--- src/rtl/axi_buffer_slice.sv ---
// AXI4 buffer slice: one FIFO per channel (AW, W, B, AR, R) between an
// upstream (slv_*) and a downstream (mst_*) port, plus outstanding-transaction
// limiters that hold off new AW/AR requests once a direction is saturated.
// A channel depth of 0 turns that channel into a combinational passthrough.

// Per-channel FIFO; DEPTH 0 is a wire-through with reset gating only.
module axi_buffer_slice_fifo #(
   parameter int WIDTH = 1,
   parameter int DEPTH = 2
) (
   input  logic             clk,
   input  logic             rst,
   input  logic             in_valid,
   output logic             in_ready,
   input  logic [WIDTH-1:0] in_data,
   output logic             out_valid,
   input  logic             out_ready,
   output logic [WIDTH-1:0] out_data
);

   if (DEPTH == 0) begin : g_pass
      assign out_valid = in_valid & ~rst;
      assign in_ready  = out_ready & ~rst;
      assign out_data  = in_data;
   end else begin : g_fifo
      localparam int PTR_W = (DEPTH > 1) ? $clog2(DEPTH) : 1;
      localparam int CNT_W = $clog2(DEPTH) + 1;

      logic [WIDTH-1:0] mem [DEPTH];
      logic [PTR_W-1:0] wr_ptr, rd_ptr, wr_ptr_nxt, rd_ptr_nxt;
      logic [CNT_W-1:0] count;
      logic             full, empty, push, pop;

      assign full  = (count == CNT_W'(DEPTH));
      assign empty = (count == '0);
      // Ready depends only on fullness, so a full FIFO refuses a push even
      // when a pop happens in the same cycle.
      assign push  = in_valid & ~full & ~rst;
      assign pop   = out_ready & ~empty & ~rst;

      assign in_ready  = ~full & ~rst;
      assign out_valid = ~empty & ~rst;
      assign out_data  = mem[rd_ptr];

      assign wr_ptr_nxt = (wr_ptr == PTR_W'(DEPTH - 1)) ? '0 : wr_ptr + PTR_W'(1);
      assign rd_ptr_nxt = (rd_ptr == PTR_W'(DEPTH - 1)) ? '0 : rd_ptr + PTR_W'(1);

      // Pointer and occupancy bookkeeping.
      always_ff @(posedge clk) begin
         // NOTE: sequential state uses non-blocking assignments so every
         // register sees the pre-edge values of the others.
         if (rst) begin
            wr_ptr <= '0;
            rd_ptr <= '0;
            count  <= '0;
         end else begin
            if (push) wr_ptr <= wr_ptr_nxt;
            if (pop)  rd_ptr <= rd_ptr_nxt;
            if (push && !pop)      count <= count + CNT_W'(1);
            else if (pop && !push) count <= count - CNT_W'(1);
         end
      end

      // Entry storage.
      always_ff @(posedge clk) begin
         // NOTE: storage is not reset; the cleared occupancy count already
         // makes stale entries invisible, and leaving it unreset keeps it a
         // plain register file.
         if (push) mem[wr_ptr] <= in_data;
      end
   end

endmodule

module axi_buffer_slice #(
   parameter int ADDR_WIDTH         = 32,
   parameter int DATA_WIDTH         = 32,
   parameter int ID_WIDTH           = 4,
   parameter int AW_DEPTH           = 2,
   parameter int W_DEPTH            = 2,
   parameter int B_DEPTH            = 2,
   parameter int AR_DEPTH           = 2,
   parameter int R_DEPTH            = 2,
   parameter int MAX_WR_OUTSTANDING = 8,
   parameter int MAX_RD_OUTSTANDING = 8
) (
   input  logic                    aclk,
   input  logic                    areset,
   // upstream AW
   input  logic [ID_WIDTH-1:0]     slv_aw_id,
   input  logic [ADDR_WIDTH-1:0]   slv_aw_addr,
   input  logic [7:0]              slv_aw_len,
   input  logic [2:0]              slv_aw_size,
   input  logic [1:0]              slv_aw_burst,
   input  logic                    slv_aw_lock,
   input  logic [3:0]              slv_aw_cache,
   input  logic [2:0]              slv_aw_prot,
   input  logic [3:0]              slv_aw_qos,
   input  logic [3:0]              slv_aw_region,
   input  logic                    slv_aw_valid,
   output logic                    slv_aw_ready,
   // upstream W
   input  logic [DATA_WIDTH-1:0]   slv_w_data,
   input  logic [DATA_WIDTH/8-1:0] slv_w_strb,
   input  logic                    slv_w_last,
   input  logic                    slv_w_valid,
   output logic                    slv_w_ready,
   // upstream B
   output logic [ID_WIDTH-1:0]     slv_b_id,
   output logic [1:0]              slv_b_resp,
   output logic                    slv_b_valid,
   input  logic                    slv_b_ready,
   // upstream AR
   input  logic [ID_WIDTH-1:0]     slv_ar_id,
   input  logic [ADDR_WIDTH-1:0]   slv_ar_addr,
   input  logic [7:0]              slv_ar_len,
   input  logic [2:0]              slv_ar_size,
   input  logic [1:0]              slv_ar_burst,
   input  logic                    slv_ar_lock,
   input  logic [3:0]              slv_ar_cache,
   input  logic [2:0]              slv_ar_prot,
   input  logic [3:0]              slv_ar_qos,
   input  logic [3:0]              slv_ar_region,
   input  logic                    slv_ar_valid,
   output logic                    slv_ar_ready,
   // upstream R
   output logic [ID_WIDTH-1:0]     slv_r_id,
   output logic [DATA_WIDTH-1:0]   slv_r_data,
   output logic [1:0]              slv_r_resp,
   output logic                    slv_r_last,
   output logic                    slv_r_valid,
   input  logic                    slv_r_ready,
   // downstream AW
   output logic [ID_WIDTH-1:0]     mst_aw_id,
   output logic [ADDR_WIDTH-1:0]   mst_aw_addr,
   output logic [7:0]              mst_aw_len,
   output logic [2:0]              mst_aw_size,
   output logic [1:0]              mst_aw_burst,
   output logic                    mst_aw_lock,
   output logic [3:0]              mst_aw_cache,
   output logic [2:0]              mst_aw_prot,
   output logic [3:0]              mst_aw_qos,
   output logic [3:0]              mst_aw_region,
   output logic                    mst_aw_valid,
   input  logic                    mst_aw_ready,
   // downstream W
   output logic [DATA_WIDTH-1:0]   mst_w_data,
   output logic [DATA_WIDTH/8-1:0] mst_w_strb,
   output logic                    mst_w_last,
   output logic                    mst_w_valid,
   input  logic                    mst_w_ready,
   // downstream B
   input  logic [ID_WIDTH-1:0]     mst_b_id,
   input  logic [1:0]              mst_b_resp,
   input  logic                    mst_b_valid,
   output logic                    mst_b_ready,
   // downstream AR
   output logic [ID_WIDTH-1:0]     mst_ar_id,
   output logic [ADDR_WIDTH-1:0]   mst_ar_addr,
   output logic [7:0]              mst_ar_len,
   output logic [2:0]              mst_ar_size,
   output logic [1:0]              mst_ar_burst,
   output logic                    mst_ar_lock,
   output logic [3:0]              mst_ar_cache,
   output logic [2:0]              mst_ar_prot,
   output logic [3:0]              mst_ar_qos,
   output logic [3:0]              mst_ar_region,
   output logic                    mst_ar_valid,
   input  logic                    mst_ar_ready,
   // downstream R
   input  logic [ID_WIDTH-1:0]     mst_r_id,
   input  logic [DATA_WIDTH-1:0]   mst_r_data,
   input  logic [1:0]              mst_r_resp,
   input  logic                    mst_r_last,
   input  logic                    mst_r_valid,
   output logic                    mst_r_ready
);

   localparam int AX_W = ID_WIDTH + ADDR_WIDTH + 29;
   localparam int W_W  = DATA_WIDTH + DATA_WIDTH / 8 + 1;
   localparam int B_W  = ID_WIDTH + 2;
   localparam int R_W  = ID_WIDTH + DATA_WIDTH + 3;

   localparam logic [7:0] WR_LIMIT = 8'(MAX_WR_OUTSTANDING);
   localparam logic [7:0] RD_LIMIT = 8'(MAX_RD_OUTSTANDING);

   logic [7:0]      wr_cnt, rd_cnt;
   logic            wr_block, rd_block;
   logic            aw_in_ready, ar_in_ready;
   logic            aw_hs, b_hs, ar_hs, r_last_hs;
   logic [AX_W-1:0] aw_in, aw_out, ar_in, ar_out;
   logic [W_W-1:0]  w_in, w_out;
   logic [B_W-1:0]  b_in, b_out;
   logic [R_W-1:0]  r_in, r_out;

   // A saturated direction refuses new requests; entries already buffered
   // still drain because only the input side is gated.
   assign wr_block = (MAX_WR_OUTSTANDING != 0) && (wr_cnt == WR_LIMIT);
   assign rd_block = (MAX_RD_OUTSTANDING != 0) && (rd_cnt == RD_LIMIT);

   assign slv_aw_ready = aw_in_ready & ~wr_block;
   assign slv_ar_ready = ar_in_ready & ~rd_block;

   assign aw_hs     = slv_aw_valid & slv_aw_ready;
   assign b_hs      = slv_b_valid & slv_b_ready;
   assign ar_hs     = slv_ar_valid & slv_ar_ready;
   assign r_last_hs = slv_r_valid & slv_r_ready & slv_r_last;

   assign aw_in = {slv_aw_id, slv_aw_addr, slv_aw_len, slv_aw_size, slv_aw_burst,
                   slv_aw_lock, slv_aw_cache, slv_aw_prot, slv_aw_qos, slv_aw_region};
   assign {mst_aw_id, mst_aw_addr, mst_aw_len, mst_aw_size, mst_aw_burst,
           mst_aw_lock, mst_aw_cache, mst_aw_prot, mst_aw_qos, mst_aw_region} = aw_out;

   assign w_in = {slv_w_data, slv_w_strb, slv_w_last};
   assign {mst_w_data, mst_w_strb, mst_w_last} = w_out;

   assign b_in = {mst_b_id, mst_b_resp};
   assign {slv_b_id, slv_b_resp} = b_out;

   assign ar_in = {slv_ar_id, slv_ar_addr, slv_ar_len, slv_ar_size, slv_ar_burst,
                   slv_ar_lock, slv_ar_cache, slv_ar_prot, slv_ar_qos, slv_ar_region};
   assign {mst_ar_id, mst_ar_addr, mst_ar_len, mst_ar_size, mst_ar_burst,
           mst_ar_lock, mst_ar_cache, mst_ar_prot, mst_ar_qos, mst_ar_region} = ar_out;

   assign r_in = {mst_r_id, mst_r_data, mst_r_resp, mst_r_last};
   assign {slv_r_id, slv_r_data, slv_r_resp, slv_r_last} = r_out;

   axi_buffer_slice_fifo #(.WIDTH(AX_W), .DEPTH(AW_DEPTH)) u_aw_fifo (
      .clk(aclk), .rst(areset),
      .in_valid(slv_aw_valid & ~wr_block), .in_ready(aw_in_ready), .in_data(aw_in),
      .out_valid(mst_aw_valid), .out_ready(mst_aw_ready), .out_data(aw_out));

   axi_buffer_slice_fifo #(.WIDTH(W_W), .DEPTH(W_DEPTH)) u_w_fifo (
      .clk(aclk), .rst(areset),
      .in_valid(slv_w_valid), .in_ready(slv_w_ready), .in_data(w_in),
      .out_valid(mst_w_valid), .out_ready(mst_w_ready), .out_data(w_out));

   axi_buffer_slice_fifo #(.WIDTH(B_W), .DEPTH(B_DEPTH)) u_b_fifo (
      .clk(aclk), .rst(areset),
      .in_valid(mst_b_valid), .in_ready(mst_b_ready), .in_data(b_in),
      .out_valid(slv_b_valid), .out_ready(slv_b_ready), .out_data(b_out));

   axi_buffer_slice_fifo #(.WIDTH(AX_W), .DEPTH(AR_DEPTH)) u_ar_fifo (
      .clk(aclk), .rst(areset),
      .in_valid(slv_ar_valid & ~rd_block), .in_ready(ar_in_ready), .in_data(ar_in),
      .out_valid(mst_ar_valid), .out_ready(mst_ar_ready), .out_data(ar_out));

   axi_buffer_slice_fifo #(.WIDTH(R_W), .DEPTH(R_DEPTH)) u_r_fifo (
      .clk(aclk), .rst(areset),
      .in_valid(mst_r_valid), .in_ready(mst_r_ready), .in_data(r_in),
      .out_valid(slv_r_valid), .out_ready(slv_r_ready), .out_data(r_out));

   // Outstanding writes: +1 per accepted AW, -1 per delivered B.
   always_ff @(posedge aclk) begin
      if (areset) begin
         wr_cnt <= '0;
      end else if (MAX_WR_OUTSTANDING != 0) begin
         if (aw_hs && !b_hs) begin
            wr_cnt <= wr_cnt + 8'd1;
         end else if (b_hs && !aw_hs) begin
            assert (wr_cnt != '0);
            if (wr_cnt != '0) wr_cnt <= wr_cnt - 8'd1;
         end
      end
   end

   // Outstanding reads: +1 per accepted AR, -1 per delivered last R beat.
   always_ff @(posedge aclk) begin
      if (areset) begin
         rd_cnt <= '0;
      end else if (MAX_RD_OUTSTANDING != 0) begin
         if (ar_hs && !r_last_hs) begin
            rd_cnt <= rd_cnt + 8'd1;
         end else if (r_last_hs && !ar_hs) begin
            assert (rd_cnt != '0);
            if (rd_cnt != '0) rd_cnt <= rd_cnt - 8'd1;
         end
      end
   end

endmodule
--- config.mk ---
export PLATFORM = sky130hd
export DESIGN_NAME = axi_buffer_slice
export DESIGN_NICKNAME = d
export VERILOG_FILES = /design/src/rtl/axi_buffer_slice.sv
export SDC_FILE = /design/constraint.sdc
export NUM_CORES = 1
export LEC_CHECK = 0
export ABC_CLOCK_PERIOD_IN_PS = 9300
export CORE_MARGIN = 2
export CORE_UTILIZATION = 53
export CTS_CLUSTER_SIZE = 28
export DETAILED_ROUTE_END_ITERATION = 8
export GPL_TIMING_DRIVEN = 0
export HOLD_SLACK_MARGIN = 0.08
export PLACE_DENSITY_LB_ADDON = 0.08
export SYNTH_ARGS = -nofsm -noshare
export SYNTH_HDL_FRONTEND = slang
export SYNTH_SLANG_ARGS = --single-unit
--- constraint.sdc ---
create_clock -name aclk -period 9.3 [get_ports aclk]
set_clock_uncertainty 0.05 [all_clocks]
set_input_delay 0.93 -clock aclk [delete_from_list [all_inputs] [get_ports aclk]]
set_output_delay 0.93 -clock aclk [all_outputs]
set_load 0.01 [all_outputs]
==> impl_table.tex, run 1 <==
\begin{tabular}{lr}
\hline
Metric & Value \\
\hline
\multicolumn{2}{l}{\textbf{Run status}} \\
\quad Run status & finished, final reports clean \\
\multicolumn{2}{l}{\textbf{Final layout}} \\
\quad Final layout net count & 1686 \\
\quad Final-layout fill cell count & 2111 \\
\quad Core utilization of the finished layout & 0.747 \\
\quad Ratio of cells with drive above 1 in the final layout & 0.215 \\
\quad Layout overhead on the synthesized area & 38.5\% \\
\multicolumn{2}{l}{\textbf{STA}} \\
\quad Final setup slack of the worst path & 5.73 ns \\
\quad Worst slew margin relative to its limit & 0.393 \\
\quad Final Slew Violations & 0 \\
\quad Maximum clock rate & 280 MHz \\
\quad Portion of the clock cycle consumed by the worst path in the final layout & 0.384 \\
\quad Time the final worst path needs with I/O delays and setup & 3.57 ns \\
\quad Pin slew with the least headroom to its limit & 0.911 ns \\
\quad Number of hold violations in the final report & 0 \\
\quad Setup violators final & 0 \\
\quad Accumulated negative setup slack & 0 ns \\
\quad Setup repair after global routing missed its margin & no \\
\multicolumn{2}{l}{\textbf{Synth}} \\
\quad Top cells by instance count after synthesis & edfxtp\_1, mux2\_2, nor2\_1 \\
\quad Count of flip-flops with a built-in enable after synthesis & 424 \\
\quad Synth Warn \# & 0 \\
\quad Portion of synthesized cell area occupied by the leading cell type & 0.726 \\
\quad Predominant post-synthesis flop cell & edfxtp\_1 \\
\quad Avg Synthesized Cell Area & 18.7 um2 \\
\quad Syn Inst Count & 940 \\
\quad Synthesized area & 17500 um2 \\
\quad Share of synthesized area occupied by flip-flops and latches & 0.773 \\
\quad Nets in the synthesized netlist & 1186 \\
\quad Most frequent cell after synthesis & edfxtp\_1 \\
\quad Synth async-reset ratio & 0 \\
\quad Most area-hungry cell type in the Yosys netlist & edfxtp\_1 \\
\quad Synth area leaders & edfxtp\_1, mux2\_2, dfxtp\_1 \\
\quad Netlist cell types & 34 \\
\quad Number of synthesized register bits & 465 \\
\multicolumn{2}{l}{\textbf{Clocking}} \\
\quad Count of hold buffers inserted by post-cts repair & 0 \\
\quad Number of setup buffers added after CTS & 0 \\
\quad Clock-pin slew reported for the worst setup and hold paths after clock tree synthesis & 0.06 ns \\
\quad Cell chosen for the clock root & clkbuf\_16 \\
\quad Buffer depth of the longest clock path & 3 \\
\quad Post-cts gate resize count & 0 \\
\quad TritonCTS clock tree & yes \\
\quad Skew-Pair Late Insertion Delay & 0.53 ns \\
\quad H-tree lvl count & 2 \\
\quad Number of buffers inserted during clock tree synthesis & 47 \\
\quad Total clock sinks & 465 \\
\multicolumn{2}{l}{\textbf{Placed design}} \\
\quad Placer Congestion & 0.822 \\
\quad Port Buf Inserts & 444 \\
\quad DP Worst Slack & 5.37 ns \\
\quad HPWL Detailed & 28.1 mm \\
\multicolumn{2}{l}{\textbf{GRT}} \\
\quad Pin count of the biggest net entering global routing & 66 \\
\quad Overall global routing resource usage & 0.223 \\
\quad Wire length of the first global-routing pass & 57.7 mm \\
\quad Initial antenna violation count & 8 \\
\quad Total gr overflow & 0 \\
\quad Vias in the first global route & 10200 \\
\multicolumn{2}{l}{\textbf{Power}} \\
\quad Leakage power of the design & 8.30 nW \\
\quad Power per unit of standard cell area & 241 nW/um2 \\
\quad Largest vdd supply drop & 0.183 mV \\
\multicolumn{2}{l}{\textbf{Die}} \\
\quad Number of standard-cell rows in the floorplan & 66 \\
\quad Width of the chip & 186 um \\
\quad Chip height & 186 um \\
\quad Initial cell density of the core & 0.539 \\
\quad Core footprint & 32500 um2 \\
\quad Total Die Area & 34600 um2 \\
\quad \# IOs & 446 \\
\multicolumn{2}{l}{\textbf{Hold path}} \\
\quad Worst Min Path Start & wr\_cnt[6] \\
\quad Class of the tightest hold or removal check & flop to flop \\
\multicolumn{2}{l}{\textbf{Route}} \\
\quad DRT antenna net count & 0 \\
\quad Iter 0 DRT Violations & 521 \\
\quad First-pass iteration count of the detailed router & 4 \\
\quad Vias after detailed routing & 9936 \\
\quad Detailed-route wire length & 39.8 mm \\
\quad Per-cell via count in the routed design & 5.17 \\
\quad DRC viols & 0 \\
\quad Post-detailed-route wirelength per cell & 20.7 um \\
\multicolumn{2}{l}{\textbf{Critical path}} \\
\quad Maximum net fanout on the critical path & 10 \\
\quad Biggest cell delay along the critical path & 0.49 ns \\
\quad Slowest cell on the critical path & clkdlybuf4s50\_1 \\
\quad Crit path launch type & flop \\
\quad R2r startpoint & wr\_cnt[2] \\
\quad Worst path arrival time & 2.59 ns \\
\quad List of cells traversed by the critical path & clkbuf\_1 -> buf\_2 -> mux2\_2 -> clkdlybuf4s50\_1 \\
\quad Kind of capture point of the worst setup path & primary output \\
\quad Critical path class & flop to primary output \\
\quad Worst EP required & 8.32 ns \\
\multicolumn{2}{l}{\textbf{Flow run}} \\
\quad Max-cap violations & 0 \\
\hline
\end{tabular}
## cells by family after synthesis
family	count (synthesis)	synth area share
AOI/OAI and AO/OA	60	0.0200
xor gates and xnor gates	30	0.0150
adders and majority gates	22	0.0166
buffers and inverters	41	0.00984
DFF	465	0.773
muxes	214	0.137
and+or+nand+nor	108	0.0285
## sequential cells by signal, indices dropped and copies added, names as in the netlist, 8 cells and up, named ones only
name,cells
u_ar_fifo.g_fifo.mem,130
rd_cnt,8
u_aw_fifo.g_fifo.mem,130
u_r_fifo.g_fifo.mem,78
u_b_fifo.g_fifo.mem,12
u_w_fifo.g_fifo.mem,74
wr_cnt,8
## cells in the final DEF (no fill, tap or decap), drive strengths merged
cell	count
clkdlybuf4s50	444
edfxtp	424
mux2	214
clkbuf	87
nor2	43
dfxtp	41
a21oi	31
nand2	27
xor2	22
buf	22
ha	20
o21ai	13
inv	13
xnor2	8
or3	8
clkinv	8
and3	7
nand3	6
and2	5
diode	4
a211oi	4
nor2b	4
nand3b	3
o31ai	3
nor4	3
nor3	2
a31o	2
a31oi	2
o21bai	2
fa	2
clkinvlp	2
bufinv	2
a21o	2
o211ai	1
## path summary, 6_finish.rpt
kind	end	cells past startpoint	slack (ns)
max reg2reg	wr_cnt[7]	11	5.89
min reg2reg	wr_cnt[6]	2	0.43
max	mst_aw_addr[15]	4	5.73
min	wr_cnt[6]	2	0.43
## metal layers
layer	vias to the layer above	part of all wire	global-route usage	wire length, um
li1	4644	-	-	-
met5	-	0.0014	0	55
met2	376	0.50	0.384	19900
met1	4827	0.36	0.253	14500
met4	8	0.031	0.0772	1220
met3	81	0.10	0.0863	4170
## power breakdown
part / switching (mW) / total [mW] / internal [mW]
registers: 0.0821 / 2.59 / 2.51
logic: 0.652 / 1.39 / 0.733
clock network: 0.739 / 1.87 / 1.13
total: 1.47 / 5.85 / 4.37
## per-stage QoR
stage / instance area, um2 / hold WS, ns / power, mW / std cells
5_1_grt: 24300 / 0.454 / 6.10 / 1923
4_1_cts: 24300 / 0.434 / 5.91 / 1919
6_report: 24300 / 0.428 / 5.85 / 1923
2_1_floorplan: 17500 / 0.399 / 3.37 / 940
3_5_place_dp: 22700 / 0.426 / 4.03 / 1833
3_3_place_gp: 22500 / 0.415 / 3.99 / 1826
## worst max-delay path: cells and delay by family (launching register included)
family   cells  cell delay, ns
flops        1            0.32
buf+inv      3            1.33
mux          1            0.41
## area by class of cell
type	count	area [um2]	area share
Antenna cell	4	10.0	0.000412
Clock inverter	13	119	0.00489
Sequential cell	465	13600	0.558
Clock buffer	73	1450	0.0596
Multi-Input combinational cell	434	3850	0.158
Timing Repair Buffer	451	4590	0.189
Buffer	29	128	0.00525
Tap cell	442	553	0.0228
Inverter	12	45.0	0.00185
Note: power is estimated with default switching activity, not from simulation.
==> inputs of run 2 (changes only) <==
--- a/config.mk
+++ b/config.mk
@@ -5,9 +5,9 @@
 export SDC_FILE = /design/constraint.sdc
 export NUM_CORES = 1
 export LEC_CHECK = 0
-export ABC_CLOCK_PERIOD_IN_PS = 9300
+export ABC_CLOCK_PERIOD_IN_PS = 3350
 export CORE_MARGIN = 2
-export CORE_UTILIZATION = 53
+export CORE_UTILIZATION = 49
 export CTS_CLUSTER_SIZE = 28
 export DETAILED_ROUTE_END_ITERATION = 8
 export GPL_TIMING_DRIVEN = 0
==> constraint.sdc (replaced) <==
create_clock -name aclk -period 3.35 [get_ports aclk]
set_clock_uncertainty 0.05 [all_clocks]
set_input_delay 0.335 -clock aclk [delete_from_list [all_inputs] [get_ports aclk]]
set_output_delay 0.335 -clock aclk [all_outputs]
set_load 0.01 [all_outputs]
==> impl_table.tex, run 2 (same netlist as run 1, synthesis figures left out) <==
\begin{tabular}{lr}
\hline
Metric & Value \\
\hline
\multicolumn{2}{l}{\textbf{Critical path}} \\
\quad CP top delay family & simple AND/OR/NAND/NOR gates \\
\quad Reg-to-reg endpoint & wr\_cnt[7] \\
\quad Kind of capture point of the worst setup path & flop \\
\quad Worst path arrival time & 3.53 ns (+0.94 ns) \\
\quad Slowest cell on the critical path & or3\_1 \\
\quad R2r startpoint & wr\_cnt[2] \\
\quad Critical path class & flop to flop \\
\quad Biggest cell delay along the critical path & 0.37 ns (-0.12 ns) \\
\quad Crit path launch type & flop \\
\quad Maximum net fanout on the critical path & 8 (-2) \\
\quad Critical path buffers and inverters & 1 (-2) \\
\quad Register-to-register setup slack & 0.22 ns (-5.67 ns) \\
\quad Worst EP required & 3.75 ns (-4.57 ns) \\
\quad Depth of the worst register-to-register path & 11 (unchanged) \\
\quad Most used cell, CP & ha\_1 \\
\quad List of cells traversed by the critical path & nor4\_2 -> nand3\_1 -> and3\_1 -> ha\_1 -> inv\_2 -> ha\_1 -> a211oi\_2 -> nor4\_1 -> or3\_1 -> a21oi\_2 -> mux2\_1 \\
\multicolumn{2}{l}{\textbf{Route}} \\
\quad DRC viols & 0 (unchanged) \\
\quad Per-cell via count in the routed design & 5.13 (-0.76\%) \\
\quad First-pass iteration count of the detailed router & 4 (unchanged) \\
\quad Vias after detailed routing & 10000 (+0.79\%) \\
\quad DRT antenna net count & 0 (unchanged) \\
\quad Detailed-route wire length & 40.6 mm (+2.0\%) \\
\quad Post-detailed-route wirelength per cell & 20.8 um (+0.38\%) \\
\quad Iter 0 DRT Violations & 384 (-26\%) \\
\multicolumn{2}{l}{\textbf{Hold path}} \\
\quad Worst Min Path Start & areset \\
\quad Worst min-delay path endpoint & wr\_cnt[7] \\
\quad Class of the tightest hold or removal check & input port to flop \\
\quad Worst Hold Path Cells & 3 (+1) \\
\multicolumn{2}{l}{\textbf{Flow run}} \\
\quad Max-cap violations & 0 (unchanged) \\
\multicolumn{2}{l}{\textbf{Clocking}} \\
\quad Clock-pin slew reported for the worst setup and hold paths after clock tree synthesis & 0.06 ns (about the same) \\
\quad H-tree lvl count & 2 (unchanged) \\
\quad Cell chosen for the clock root & clkbuf\_16 \\
\quad Skew-Pair Late Insertion Delay & 0.57 ns (+0.04 ns) \\
\quad Number of buffers inserted during clock tree synthesis & 49 (+4.3\%) \\
\quad Count of hold buffers inserted by post-cts repair & 0 (unchanged) \\
\quad Total clock sinks & 465 (unchanged) \\
\quad Buffer depth of the longest clock path & 3 (unchanged) \\
\quad TritonCTS clock tree & yes \\
\multicolumn{2}{l}{\textbf{Final layout}} \\
\quad Top Registers & u\_ar\_fifo.g\_fifo.mem x130, u\_aw\_fifo.g\_fifo.mem x130, u\_r\_fifo.g\_fifo.mem x78 \\
\quad Layout overhead on the synthesized area & 39.4\% \\
\quad Final layout net count & 1691 (+0.30\%) \\
\quad Final-layout fill cell count & 2412 (+14\%) \\
\quad Highest-count cells in the layout ignoring fill and taps & clkdlybuf4s50\_1, edfxtp\_1, mux2\_2, clkbuf\_16 \\
\quad Final non-filler cell area & 24500 um2 (+0.66\%) \\
\quad Non-filler cells, final & 1953 (+1.6\%) \\
\quad Ratio of cells with drive above 1 in the final layout & 0.222 (+0.00677) \\
\quad Most frequent standard cell in the layout excluding fill and tap cells & clkdlybuf4s50\_1 \\
\multicolumn{2}{l}{\textbf{GRT}} \\
\quad Pin count of the biggest net entering global routing & 64 (-3.0\%) \\
\quad Wire length of the first global-routing pass & 58.3 mm (+1.1\%) \\
\quad Vias in the first global route & 10200 (+0.34\%) \\
\quad Initial antenna violation count & 7 (-1) \\
\quad Total gr overflow & 0 (unchanged) \\
\quad Overall global routing resource usage & 0.210 (-0.0127) \\
\multicolumn{2}{l}{\textbf{Power}} \\
\quad Flop pwr share & 0.438 (-0.006) \\
\quad Switching Share & 0.259 (+0.00647) \\
\quad Clock share of power & 0.325 (+0.006) \\
\quad Fraction of power consumed by combinational cells & 0.236 (about the same) \\
\quad Switching Power & 4.26 mW (+190\%) \\
\quad Leakage power of the design & 8.37 nW (+0.81\%) \\
\quad Largest vdd supply drop & 0.475 mV (+160\%) \\
\quad Power per unit of standard cell area & 673 nW/um2 (+180\%) \\
\quad Int Power & 12.2 mW (+180\%) \\
\multicolumn{2}{l}{\textbf{Placed design}} \\
\quad Number of placed instances, taps included & 1855 (+1.2\%) \\
\quad HPWL Detailed & 28.7 mm (+1.9\%) \\
\quad Area post-placement & 22800 um2 (+0.43\%) \\
\quad Port Buf Inserts & 444 (unchanged) \\
\quad Placer Congestion & 0.781 (-5.0\%) \\
\multicolumn{2}{l}{\textbf{STA}} \\
\quad Setup violators final & 0 (unchanged) \\
\quad WHS & 0.177 ns (-0.250 ns) \\
\quad Number of hold violations in the final report & 0 (unchanged) \\
\quad Worst slew margin relative to its limit & 0.459 (+0.0664) \\
\quad Time the final worst path needs with I/O delays and setup & 3.13 ns \\
\quad Pin slew with the least headroom to its limit & 0.809 ns (-0.101 ns) \\
\quad Portion of the clock cycle consumed by the worst path in the final layout & 0.935 \\
\quad Accumulated negative setup slack & 0 ns (unchanged) \\
\quad Final Slew Violations & 0 (unchanged) \\
\quad Maximum clock rate & 319 MHz \\
\quad Setup repair after global routing missed its margin & no \\
\multicolumn{2}{l}{\textbf{Die}} \\
\quad Total Die Area & 37300 um2 (+8.0\%) \\
\quad \# IOs & 446 (unchanged) \\
\quad Width of the chip & 193 um (+3.9\%) \\
\quad Chip height & 193 um (+3.9\%) \\
\quad Initial cell density of the core & 0.496 (-0.0436) \\
\quad Core footprint & 35400 um2 (+8.8\%) \\
\quad Number of standard-cell rows in the floorplan & 69 (+4.5\%) \\
\multicolumn{2}{l}{\textbf{Run status}} \\
\quad Run status & finished, final reports clean \\
\hline
\end{tabular}
## run 2: what timing repair did
item,in CTS,in global routing
gates resized for setup,1,8
buffers inserted,0,0
endpoints found under the setup margin,1,2
## run 2: power by group through the flow
stage               registers, mW  logic [mW]  clock network (mW)
finish                       7.21        3.89                5.36
CTS                          7.20        3.92                5.49
global placement             7.33        3.75                   0
detailed placement           7.32        3.88                   0
global route                 7.27        4.22                5.70
floorplan                    7.28        2.07                   0
## run 2: metal layers
layer,global-route usage,vias to the layer above,wire length (um)
li1,-,4660,-
met2,0.364,342,20400
met1,0.240,4930,15300
met3,0.0675,80,3500
met5,0,-,12
met4,0.0889,2,1370
## run 2: worst max path at each step
stage	slack [ns]	cells after the start	from	endpoint
after floorplan	0.23	4	areset	u_ar_fifo.g_fifo.mem[0][0]
after global placement	-1.11	4	areset	u_aw_fifo.g_fifo.mem[0][54]
after detailed placement	0.008	11	wr_cnt[2]	wr_cnt[7]
after CTS	0.1	11	flop	rd_cnt[7]
after global routing	0.03	11	wr_cnt[2]	wr_cnt[7]
final	0.22	11	wr_cnt[2]	wr_cnt[7]
## run 2: through the flow
stage	util	setup WS [ns]	power [mW]
detailed placement	0.645	0.00761	11.2
CTS	0.690	0.0956	16.6
global placement	0.638	-1.11	11.1
floorplan	-	0.225	9.35
global route	0.691	0.0272	17.2
finish	0.691	0.219	16.5
## run 2: worst register-to-register path, cell delays in order, from the launching register on
cell and delay (ns):
dfxtp_1 0.35, nor4_2 0.36, nand3_1 0.16, and3_1 0.20, ha_1 0.23, inv_2 0.16
ha_1 0.28, a211oi_2 0.27, nor4_1 0.10, or3_1 0.37, a21oi_2 0.15, mux2_1 0.32
## run 2: area by class of cell
| type | count | area [um2] | area share |
|---|---|---|---|
| clock inverters | 34 | 293 | 0.0120 |
| plain buffers | 29 | 130 | 0.00532 |
| well taps | 461 | 577 | 0.0236 |
| diodes | 6 | 15.0 | 0.000614 |
| flip-flops and latches | 465 | 13600 | 0.554 |
| clock buffers | 58 | 1300 | 0.0533 |
| inverters | 12 | 45.0 | 0.00184 |
| repair buffers | 454 | 4670 | 0.191 |
| multi-input cells | 434 | 3880 | 0.158 |
